$ cat src/rtl/reg_pipe_pkg.sv
// Shared constants and helpers for the reg_pipe register chain.
// Optional flush support is enabled by defining REG_PIPE_FLUSH_EN.
package reg_pipe_pkg;

    localparam logic RST_ACTIVE = 1'b0;

    function automatic int OCC_W(input int depth);
        return $clog2(depth + 1);
    endfunction

endpackage

$ cat src/rtl/reg_pipe_stage.sv
// One valid+data register of the chain; the data word only moves
// when a real word arrives, so bubbles leave the old data in place.
module reg_pipe_stage
    import reg_pipe_pkg::*;
#(
    parameter int WIDTH = 8
) (
    input  logic             Clock,
    input  logic             Reset,
    input  logic             load,
    input  logic             clear,
    input  logic             valid_in,
    input  logic [WIDTH-1:0] data_in,
    output logic             valid,
    output logic [WIDTH-1:0] data
);

    always_ff @(posedge Clock) begin
        if (Reset == RST_ACTIVE) begin
            valid <= 1'b0;
            data  <= '0;
        end else if (clear) begin
            valid <= 1'b0;
        end else if (load) begin
            valid <= valid_in;
            if (valid_in) begin
                data <= data_in;
            end
        end
    end

endmodule

$ cat src/rtl/reg_pipe_sync.sv
// DEPTH-stage valid/ready register chain with bubble collapse.
// Define REG_PIPE_FLUSH_EN to add the synchronous Flush input.
module reg_pipe_sync
    import reg_pipe_pkg::*;
#(
    parameter int WIDTH = 8,
    parameter int DEPTH = 3
) (
    input  logic                     Clock,
    input  logic                     Reset,
`ifdef REG_PIPE_FLUSH_EN
    input  logic                     Flush,
`endif
    input  logic                     in_valid,
    output logic                     in_ready,
    input  logic [WIDTH-1:0]         in_data,
    output logic                     out_valid,
    input  logic                     out_ready,
    output logic [WIDTH-1:0]         out_data,
    output logic [OCC_W(DEPTH)-1:0]  occupancy
);

    localparam int OW = OCC_W(DEPTH);

    logic [DEPTH-1:0] stage_valid;
    logic [WIDTH-1:0] stage_data [DEPTH];
    logic [DEPTH-1:0] adv;
    logic             flush;
    logic             in_fire;
    logic             out_fire;

`ifdef REG_PIPE_FLUSH_EN
    assign flush = Flush;
`else
    assign flush = 1'b0;
`endif

    // A stage may advance if anything downstream of it can make room.
    always_comb begin
        logic run;
        run = out_ready;
        adv = '0;
        for (int i = DEPTH - 1; i >= 0; i--) begin
            run    = run | ~stage_valid[i];
            adv[i] = run;
        end
    end

    assign in_ready  = adv[0] & ~flush;
    assign out_valid = stage_valid[DEPTH-1];
    assign out_data  = stage_data[DEPTH-1];
    assign in_fire   = in_valid & in_ready;
    assign out_fire  = out_valid & out_ready;

    for (genvar i = 0; i < DEPTH; i++) begin : g_stage
        logic             src_valid;
        logic [WIDTH-1:0] src_data;

        if (i == 0) begin : g_head
            assign src_valid = in_valid;
            assign src_data  = in_data;
        end else begin : g_body
            assign src_valid = stage_valid[i-1];
            assign src_data  = stage_data[i-1];
        end

        reg_pipe_stage #(
            .WIDTH(WIDTH)
        ) u_stage (
            .Clock    (Clock),
            .Reset    (Reset),
            .load     (adv[i]),
            .clear    (flush),
            .valid_in (src_valid),
            .data_in  (src_data),
            .valid    (stage_valid[i]),
            .data     (stage_data[i])
        );
    end

    always_ff @(posedge Clock) begin
        if (Reset == RST_ACTIVE) begin
            occupancy <= '0;
        end else if (flush) begin
            occupancy <= '0;
        end else begin
            occupancy <= occupancy + OW'(in_fire) - OW'(out_fire);
        end
    end

endmodule

$ cat config.mk
export PLATFORM = sky130hd
export DESIGN_NAME = reg_pipe_sync
export DESIGN_NICKNAME = d
export VERILOG_FILES = /design/src/rtl/reg_pipe_pkg.sv /design/src/rtl/reg_pipe_stage.sv /design/src/rtl/reg_pipe_sync.sv
export SDC_FILE = /design/constraint.sdc
export NUM_CORES = 1
export LEC_CHECK = 0
export CORE_ASPECT_RATIO = 0.9
export CORE_UTILIZATION = 45
export DETAILED_ROUTE_END_ITERATION = 10
export PLACE_DENSITY = 0.77
export SLEW_MARGIN = 40
export SYNTH_ARGS = -nofsm -noshare
export SYNTH_HDL_FRONTEND = slang
export SYNTH_SLANG_ARGS = --single-unit
$ cat constraint.sdc
create_clock -name Clock -period 2.35 [get_ports Clock]
set_clock_uncertainty 0.1 [all_clocks]
set_input_delay 0.3525 -clock Clock [delete_from_list [all_inputs] [get_ports Clock]]
set_output_delay 0.3525 -clock Clock [all_outputs]
set_load 0.1 [all_outputs]
==> results of run 1 <==
==> synth_stat cells <==
cell       n
dfxtp_1   29
nand2_1   24
mux2i_1   16
a21oi_1   11
nand3_1    8
o21ai_0    8
clkbuf_1   3
inv_1      3
and2_1     2
buf_4      2
ha_1       2
nor2_1     2
and2b_1    1
buf_2      1
clkinv_1   1
nand2_4    1
nand2b_1   1
nand4b_1   1
o21ai_4    1
xnor2_1    1
xor2_1     1
==> final timing paths <==
check,cells after the start,to,slack (ns)
max,4,in_ready,0.49
min,2,g_stage[1].u_stage.data[0],0.37
max reg2reg,8,occupancy[1],0.67
min reg2reg,2,g_stage[1].u_stage.data[0],0.37
==> power by group through the flow <==
stage / logic [mW] / registers [mW] / clock network, mW
6_report: 0.137 / 0.520 / 0.295
5_1_grt: 0.146 / 0.523 / 0.335
4_1_cts: 0.138 / 0.521 / 0.304
3_5_place_dp: 0.138 / 0.532 / 0
3_3_place_gp: 0.135 / 0.531 / 0
2_1_floorplan: 0.0566 / 0.571 / 0
==> layout make-up <==
cell class	count	share of cell area, %
inverters	4	1.027
clock buffers	7	3.767
well taps	27	2.312
flip-flops and latches	29	39.98
repair buffers	28	17.12
multi-input cells	80	35.79
==> through the flow <==
stage	hold WS (ns)	total power [mW]
5_1_grt	0.4022	1.005
3_3_place_gp	0.3494	0.6658
6_report	0.3662	0.9523
3_5_place_dp	0.3552	0.6696
2_1_floorplan	0.3384	0.6275
4_1_cts	0.3728	0.9627
==> per-layer routing <==
metal	part of all wire, %	track usage (%)
met1	48	23.89
met5	0	0
met4	1.5	10.26
met3	6.6	6.542
met2	44	25.10
==> worst reg2reg max path, cell delays in order (launching register included) <==
cell and delay (ns):
dfxtp_1 0.42, nand4b_1 0.21, nand2_4 0.12, ha_4 0.19
inv_2 0.06, ha_4 0.11, xor2_1 0.18, xnor2_1 0.13
nor2_1 0.05
==> registers in the layout, summed over array words and instances (netlist names) <==
signal and count:
g_stage.u_stage.data 24, g_stage.u_stage.valid 3, occupancy 2
==> cells by family (layout without fill, tap and decap cells) <==
family                     Yosys count  in the layout  synth area share (%)
buffers and inverters               10             39                 4.114
AOI/OAI and AO/OA                   20             20                 9.900
muxes                               16             16                 14.24
DFF                                 29             29                 51.61
adders and majority gates            2              2                 2.224
and+or+nand+nor                     40             40                 16.35
xor gates and xnor gates             2              2                 1.558
==> out/qor.txt, run 1 <==
outcome: complete, no violations
Root Buffer: clkbuf_4
HP Start: g_stage[1].u_stage.data[0]
post-CTS resize count: 0
post-layout util: 64.60%
fin area: 1461 um^2
Leakage: 0.6324 nW
Filler Cell Count: 198
Setup Fix Bufs, Post-CTS: 0
CP Buf/Inv Count: 3
Final #Nets: 162
Max Root-Sink Buffers: 2
Post-route DRC: 0
Seq. cell area: 584.3 um^2
synthesized area per cell: 9.452 um^2
Pre-antenna DRT Iters: 4
CP cell instances: clkdlybuf4s50_1 -> nand4b_1 -> buf_4 -> buf_12
Routed wire per std cell: 11.63 um
vias per cell: 5.166
Total Routing Usage GR: 18.22%
Synth Warn #: 0
clock power share: 31.0%
Cells after Synth: 119
Post-Place Setup Slack: 0.2267 ns
die area: 2704 um^2
pwr/cell area: 651.6 nW/um^2
CP max stage cell: clkdlybuf4s50_1
Routed WL: 2036 um
H-tree levels: 2
Max rail drop VDD: 0.0004719 V
Yosys reg bits: 29
NetSw: 0.2492 mW
IO Port Bufs: 23
Max Clk Rate: 537.3 MHz
placed insts: 168
Antenna Cells: 0
crit end category: output port
via count: 904
hpwl dp: 1499 um
reg2reg start: g_stage[0].u_stage.valid
startpoint type of the worst setup path: input pin
Int Pwr: 0.7031 mW
Post-DP Area: 1406 um^2
GPL Wtd Cong: 0.7446
Slew HR: 72.32%
worst setup margin: 0.4890 ns
CP required: 1.90 ns
Flop pwr share: 54.6%
Yosys cell types: 21
register area share after synthesis: 51.61%
Hold/Removal Path Class: reg2reg
commonest non-fill, non-tap cell in the layout: dfxtp_1
die width: 54.70 um
leading area contributor after synthesis: dfxtp_1
WS Path Type: in2out
multi-input logic area: 523.0 um^2
crit path DAT: 1.41 ns
most frequent cells in the layout: 28 x dfxtp_1, 24 x nand2_1, 16 x mux2i_1, 16 x buf_4
first-pass GRT wire length: 3436 um
CP max FO: 4
Setup TNS: 0 ns
Synth-to-Final Area Change: 29.92%
synth top area cells: dfxtp_1 52%, mux2i_1 14%, nand2_1 8.0%, a21oi_1 4.9%, nand3_1 3.6%
Post-Synthesis Net Count: 133
share of cells above drive strength 1: 19.59%
# hold bufs at CTS: 0
Worst-Margin Slew: 0.4152 ns
Ports: 24
Overflow after GRT: 0
initial detailed-routing violation count: 38
Fin. Hold Viols: 0
vias in the first global route: 815
Antenna Violating Nets Remaining: 0
Top delay family on crit path: buffers and inverters
switching share of power: 26.17%
CTS sink count: 29
number of max-slew violations in the final report: 0
Setup-failing EPs final: 0
combinational share of power: 14.4%
Core Box Area: 2262 um^2
max-cap violations: 0
max incr delay on CP: 0.43 ns
area of the mapped netlist: 1125 um^2
clk slew on worst S/H paths: 0.08 ns
die height: 49.43 um
initial antenna violation count: 0
minimum clock period: 1.861 ns
unrepaired setup endpoints after global routing: false
Initial Utilization: 49.72%
Worst-Skew Late Latency: 0.32 ns
final std cells w/o fill: 175
Site Rows: 16
post-synth top area share: 51.61%
CTS tree: built
fin crit share: 79.19%
CP startpoint: out_ready
cts bufs inserted: 5
pin count of the biggest net entering global routing: 13
No activity file was read; power rests on OpenSTA's default activity.
==> run 2: changes to the inputs <==
clock period = 1.95 ns   (was 2.35 ns; I/O delays follow)
==> run 2 against run 1 <==
- core utilization increased by 1.9 points
- final cell count increased by 1.7%
- sequential share of layout area decreased by 1.1 points
- clock power increased by 38%
- final area increased by 2.9%
- global-route usage decreased by 0.40 points
- worst hold slack improved by 0.0083 ns
- count of clock-buffer cells in the layout unchanged
- combinational power increased by 27%
- die area unchanged
- sequential power increased by 21%
- critical endpoint is now occupancy[1]
- largest cell class unchanged
==> out/qor.txt, run 2 (synthesized netlist as in run 1, its figures left out) <==
outcome: complete, no violations
Routed WL: 1996 um (-2.0%)
CP max stage cell: clkdlybuf4s50_1
Leakage: 0.6550 nW (+3.6%)
Post-Place Setup Slack: -0.1604 ns (-0.3871 ns)
Biggest register: g_stage.u_stage.data
crit end category: flip-flop
placed insts: 170 (+1.2%)
number of max-slew violations in the final report: 0 (unchanged)
Antenna Violating Nets Remaining: 0 (unchanged)
H-tree levels: 2 (unchanged)
post-CTS resize count: 0 (unchanged)
Worst-Skew Late Latency: 0.32 ns (about the same)
most frequent cells in the layout: 28 x dfxtp_1, 24 x nand2_1, 17 x buf_4
Setup TNS: 0 ns (unchanged)
commonest non-fill, non-tap cell in the layout: dfxtp_1
unrepaired setup endpoints after global routing: false
Int Pwr: 0.8944 mW (+27%)
largest registers: g_stage.u_stage.data x24, g_stage.u_stage.valid x3, occupancy x2
Fin. Hold Viols: 0 (unchanged)
CP required: 2.06 ns (+0.16 ns)
WHS: 0.3745 ns (+0.008301 ns)
max-cap violations: 0 (unchanged)
Flop pwr share: 52.0% (-2.6 points)
Top delay family on crit path: buffers and inverters
Worst-Margin Slew: 0.3684 ns (-0.04681 ns)
startpoint type of the worst setup path: input pin
Power Total: 1.208 mW (+27%)
Post-DP Area: 1434 um^2 (+2.0%)
final std cells w/o fill: 178 (+1.7%)
clk slew on worst S/H paths: 0.08 ns (about the same)
vias per cell: 4.927 (-4.6%)
Pre-antenna DRT Iters: 4 (unchanged)
Post-route DRC: 0 (unchanged)
CTS tree: built
cts bufs inserted: 5 (unchanged)
WS Path Type: in2reg
fin crit share: 90.63%
initial detailed-routing violation count: 20 (-47%)
IO Port Bufs: 23 (unchanged)
CP max FO: 3 (-1)
max reg flops: 24 (unchanged)
Slew HR: 75.35% (+3.0 points)
# hold bufs at CTS: 0 (unchanged)
clock power share: 33.6% (+2.6 points)
Max Root-Sink Buffers: 2 (unchanged)
via count: 877 (-3.0%)
worst setup margin: 0.1828 ns (-0.3062 ns)
GPL Wtd Cong: 0.7418 (-0.38%)
Total Routing Usage GR: 17.81% (-0.40 points)
Synth-to-Final Area Change: 33.70%
most frequent CP cell: ha_4
Root Buffer: clkbuf_4
Ports: 24 (unchanged)
crit path DAT: 1.88 ns (+0.47 ns)
max incr delay on CP: 0.49 ns (+0.06 ns)
Antenna Cells: 0 (unchanged)
Site Rows: 16 (unchanged)
first-pass GRT wire length: 3387 um (-1.4%)
initial antenna violation count: 0 (unchanged)
Hold/Removal Path Class: reg2reg
Core Box Area: 2262 um^2 (unchanged)
share of cells above drive strength 1: 21.85% (+2.3 points)
Overflow after GRT: 0 (unchanged)
switching share of power: 25.97% (-0.20 points)
pwr/cell area: 803.3 nW/um^2 (+23%)
die height: 49.43 um (unchanged)
minimum clock period: 1.767 ns
CP Buf/Inv Count: 2 (-1)
Initial Utilization: 49.72% (unchanged)
hpwl dp: 1533 um (+2.3%)
CTS sink count: 29 (unchanged)
Max Clk Rate: 565.9 MHz
die width: 54.70 um (unchanged)
CP cell instances: clkdlybuf4s50_1 -> nand4b_1 -> nand2_4 -> ha_4 -> inv_2 -> ha_4 -> xor2_1 -> xnor2_1 -> nor2_1
Setup Fix Bufs, Post-CTS: 0 (unchanged)
vias in the first global route: 790 (-3.1%)
combinational share of power: 14.4% (about the same)
pin count of the biggest net entering global routing: 15 (+2)
fin area: 1504 um^2 (+2.9%)
post-layout util: 66.48% (+1.9 points)
Routed wire per std cell: 11.21 um (-3.6%)
Final #Nets: 164 (+1.2%)
Setup-failing EPs final: 0 (unchanged)
NetSw: 0.3137 mW (+26%)
die area: 2704 um^2 (unchanged)
Max rail drop VDD: 0.0005129 V (+8.7%)
==> run 2: cell count changes in the layout (fill, tap and decap cells not counted), sizes merged <==
cell / before / now
clkinv: 1 / 2
buf: 17 / 19
==> run 2: per-layer routing <==
metal | track usage (%) | routed length [um]
met1 | 23.18 | 962
met2 | 24.50 | 894
met3 | 10.28 | 119
met4 | 5.128 | 19
met5 | 0 | 0
==> run 2: worst min-delay path, cell delays in order (launching register included) <==
cell and delay [ns]:
dfxtp_1 0.32, nand2_1 0.05, mux2i_1 0.05
==> run 2: path summary, 6_finish.rpt <==
kind              cells after the start  slack, ns                          to                        from
setup / recovery                      9       0.18                occupancy[1]                   out_ready
hold / removal                        2       0.37  g_stage[1].u_stage.data[2]  g_stage[1].u_stage.data[2]
setup reg to reg                      8       0.23                occupancy[1]    g_stage[0].u_stage.valid
hold reg to reg                       2       0.37  g_stage[1].u_stage.data[2]  g_stage[1].u_stage.data[2]
==> run 2: power by group through the flow <==
| stage | Combinational [mW] | Clock, mW | Sequential (mW) |
|---|---|---|---|
| 2_1_floorplan | 0.0683 | 0 | 0.688 |
| 3_3_place_gp | 0.170 | 0 | 0.642 |
| 3_5_place_dp | 0.176 | 0 | 0.642 |
| 4_1_cts | 0.176 | 0.417 | 0.628 |
| 5_1_grt | 0.187 | 0.452 | 0.631 |
| 6_report | 0.174 | 0.406 | 0.628 |
==> run 2: area by class of cell <==
| class | instances | area (um^2) |
|---|---|---|
| multi-input cells | 80 | 523.0 |
| well taps | 27 | 33.78 |
| clock buffers | 7 | 65.06 |
| clock inverters | 1 | 5.005 |
| flip-flops and latches | 29 | 584.3 |
| inverters | 4 | 15.01 |
| fillers | 197 | 758.2 |
| repair buffers | 30 | 277.8 |
==> run 3: changes to the inputs <==
CORE_ASPECT_RATIO = 1.2   (was 0.9)
==> run 3 against run 2 <==
- worst setup slack gained 0.018 ns
- final cell count increased by 0.56%
- non-clock buffer count decreased by 2
- count of clock-buffer cells in the layout unchanged
- sequential share of layout area grew 0.66 points
- first-iteration DRC count decreased by 40%
- critical path depth fell by 5
- routed wire length decreased by 0.95%
==> out/qor.txt, run 3 (synthesized netlist as in run 1, its figures left out) <==
Int Pwr: 0.8532 mW (-4.6%)
# hold bufs at CTS: 0 (unchanged)
die height: 56.77 um (+15%)
Worst Hold Path EP: g_stage[1].u_stage.data[3]
Max Clk Rate: 571.6 MHz (+1.0%)
WHS: 0.3681 ns (-0.006458 ns)
Routed wire per std cell: 11.04 um (-1.5%)
gr busiest metal: met2
Final #Nets: 162 (-1.2%)
Slew HR: 75.59% (+0.24 points)
Post-route DRC: 0 (unchanged)
most frequent cells in the layout: 28 x dfxtp_1, 24 x nand2_1, 16 x mux2i_1
Site Rows: 19 (+3)
switching share of power: 26.38% (+0.42 points)
CP cell instances: clkdlybuf4s50_1 -> nand4b_1 -> buf_4 -> buf_12
Routed WL: 1977 um (-0.95%)
cts bufs inserted: 5 (unchanged)
hpwl dp: 1485 um (-3.1%)
pin count of the biggest net entering global routing: 17 (+2)
H-tree levels: 2 (unchanged)
Post-Place Setup Slack: -0.1421 ns (+0.01827 ns)
unrepaired setup endpoints after global routing: false
share of cells above drive strength 1: 19.59% (-2.3 points)
post-layout util: 63.48% (-3.0 points)
vias in the first global route: 838 (+6.1%)
reg2reg start: g_stage[0].u_stage.valid
Ports: 24 (unchanged)
Hold/Removal Path Class: reg2reg
Core Box Area: 2330 um^2 (+3.0%)
crit path DAT: 1.36 ns (-0.52 ns)
Flop pwr share: 54.2% (+2.2 points)
NetSw: 0.3058 mW (-2.5%)
max incr delay on CP: 0.43 ns (-0.06 ns)
Worst-Skew Late Latency: 0.33 ns (about the same)
Pre-antenna DRT Iters: 4 (unchanged)
Root Buffer: clkbuf_4
via count: 883 (+0.68%)
Max Root-Sink Buffers: 2 (unchanged)
global routing usage on met1: 20.56% (-2.6 points)
CP Buf/Inv Count: 3 (+1)
met2 Use GR: 28.38% (+3.9 points)
Overflow after GRT: 0 (unchanged)
die area: 2705 um^2 (about the same)
R2R Path End: occupancy[1]
largest registers: g_stage.u_stage.data x24, g_stage.u_stage.valid x3, occupancy x2
IO Port Bufs: 23 (unchanged)
clock power share: 31.2% (-2.4 points)
startpoint type of the worst setup path: input pin
Fin. Hold Viols: 0 (unchanged)
Post-DP Area: 1424 um^2 (-0.70%)
Setup TNS: 0 ns (unchanged)
GPL Wtd Cong: 0.7808 (+5.3%)
met3 usage: 9.003% (-1.3 points)
HP Start: g_stage[1].u_stage.data[3]
vias per cell: 4.933 (+0.12%)
number of max-slew violations in the final report: 0 (unchanged)
Setup Fix Bufs, Post-CTS: 0 (unchanged)
worst setup margin: 0.2005 ns (+0.01769 ns)
CP max FO: 4 (+1)
Synth-to-Final Area Change: 31.48%
Hold Path Depth: 2 (unchanged)
Initial Utilization: 48.28% (-1.4 points)
WS Path Type: in2out
Max rail drop VDD: 0.0004563 V (-11%)
max reg flops: 24 (unchanged)
Antenna Cells: 0 (unchanged)
fin area: 1479 um^2 (-1.7%)
die width: 47.64 um (-13%)
Biggest register: g_stage.u_stage.data
CP max stage cell: clkdlybuf4s50_1
clk slew on worst S/H paths: 0.08 ns (about the same)
Antenna Violating Nets Remaining: 0 (unchanged)
outcome: complete, no violations
Total Routing Usage GR: 18.51% (+0.70 points)
CTS tree: built
initial detailed-routing violation count: 12 (-40%)
fin crit share: 89.72% (-0.91 points)
Leakage: 0.6354 nW (-3.0%)
Top delay family on crit path: buffers and inverters
first-pass GRT wire length: 3463 um (+2.2%)
commonest non-fill, non-tap cell in the layout: dfxtp_1
max-cap violations: 0 (unchanged)
combinational share of power: 14.7% (+0.3 points)
Setup-failing EPs final: 0 (unchanged)
pwr/cell area: 783.7 nW/um^2 (-2.4%)
minimum clock period: 1.750 ns (-0.01769 ns)
worst r2r path cells: 8 (unchanged)
CP required: 1.56 ns (-0.50 ns)
Worst-Margin Slew: 0.3648 ns (-0.003579 ns)
initial antenna violation count: 0 (unchanged)
post-CTS resize count: 0 (unchanged)
CTS sink count: 29 (unchanged)
crit end category: output port
flop2flop setup slack: 0.27 ns (+0.04 ns)
## run 3: changes by cell type in the layout (fill, tap and decap cells not counted)
| cell | before | now |
|---|---|---|
| buf_4 | 17 | 15 |
| clkbuf_1 | 0 | 1 |
| clkbuf_8 | 2 | 1 |
| clkinv_2 | 1 | 0 |
## run 3: through the flow
stage | power [mW] | instances
6_report | 1.159 | 179
5_1_grt | 1.225 | 179
4_1_cts | 1.173 | 179
3_5_place_dp | 0.8136 | 172
3_3_place_gp | 0.8083 | 172
2_1_floorplan | 0.7562 | 119
## run 3: area by class of cell
cell class	count	area (um^2)
Clock buffer	7	55.05
Fill cell	218	850.8
Inverter	4	15.01
Multi-Input combinational cell	80	523.0
Sequential cell	29	584.3
Tap cell	31	38.79
Timing Repair Buffer	28	262.8
## run 3: worst reg2reg max path, delay by kind of cell, from the launching register on
| kind | cells | cell delay [ns] |
|---|---|---|
| and+or+nand+nor | 3 | 0.38 |
| DFF | 1 | 0.40 |
| buffers and inverters | 1 | 0.06 |
| xor gates and xnor gates | 2 | 0.33 |
| adders and majority gates | 2 | 0.32 |
## run 3: how the worst max path moves through the flow
stage	startpoint	endpoint	slack [ns]	depth (start not counted)
2_1_floorplan	g_stage[2].u_stage.valid	occupancy[1]	-1.19	8
3_3_place_gp	out_ready	occupancy[1]	-0.07	9
3_5_place_dp	out_ready	occupancy[1]	-0.14	9
4_1_cts	out_ready	in_ready	0.20	4
5_1_grt	out_ready	occupancy[1]	0.12	9
6_report	out_ready	in_ready	0.20	4
## run 3: power groups by stage
stage | Sequential [mW] | Clock [mW] | Combinational (mW)
after floorplan | 0.688 | 0 | 0.0683
after global placement | 0.642 | 0 | 0.167
after detailed placement | 0.642 | 0 | 0.172
after CTS | 0.628 | 0.373 | 0.172
after global routing | 0.630 | 0.410 | 0.185
final | 0.628 | 0.361 | 0.170
## run 3: per-layer routing
metal | vias to the layer above | share of wire, %
met3 | 6 | 5.4
li1 | 458 | -
met4 | 0 | 2.2
met1 | 397 | 43
met2 | 22 | 49
met5 | - | 0
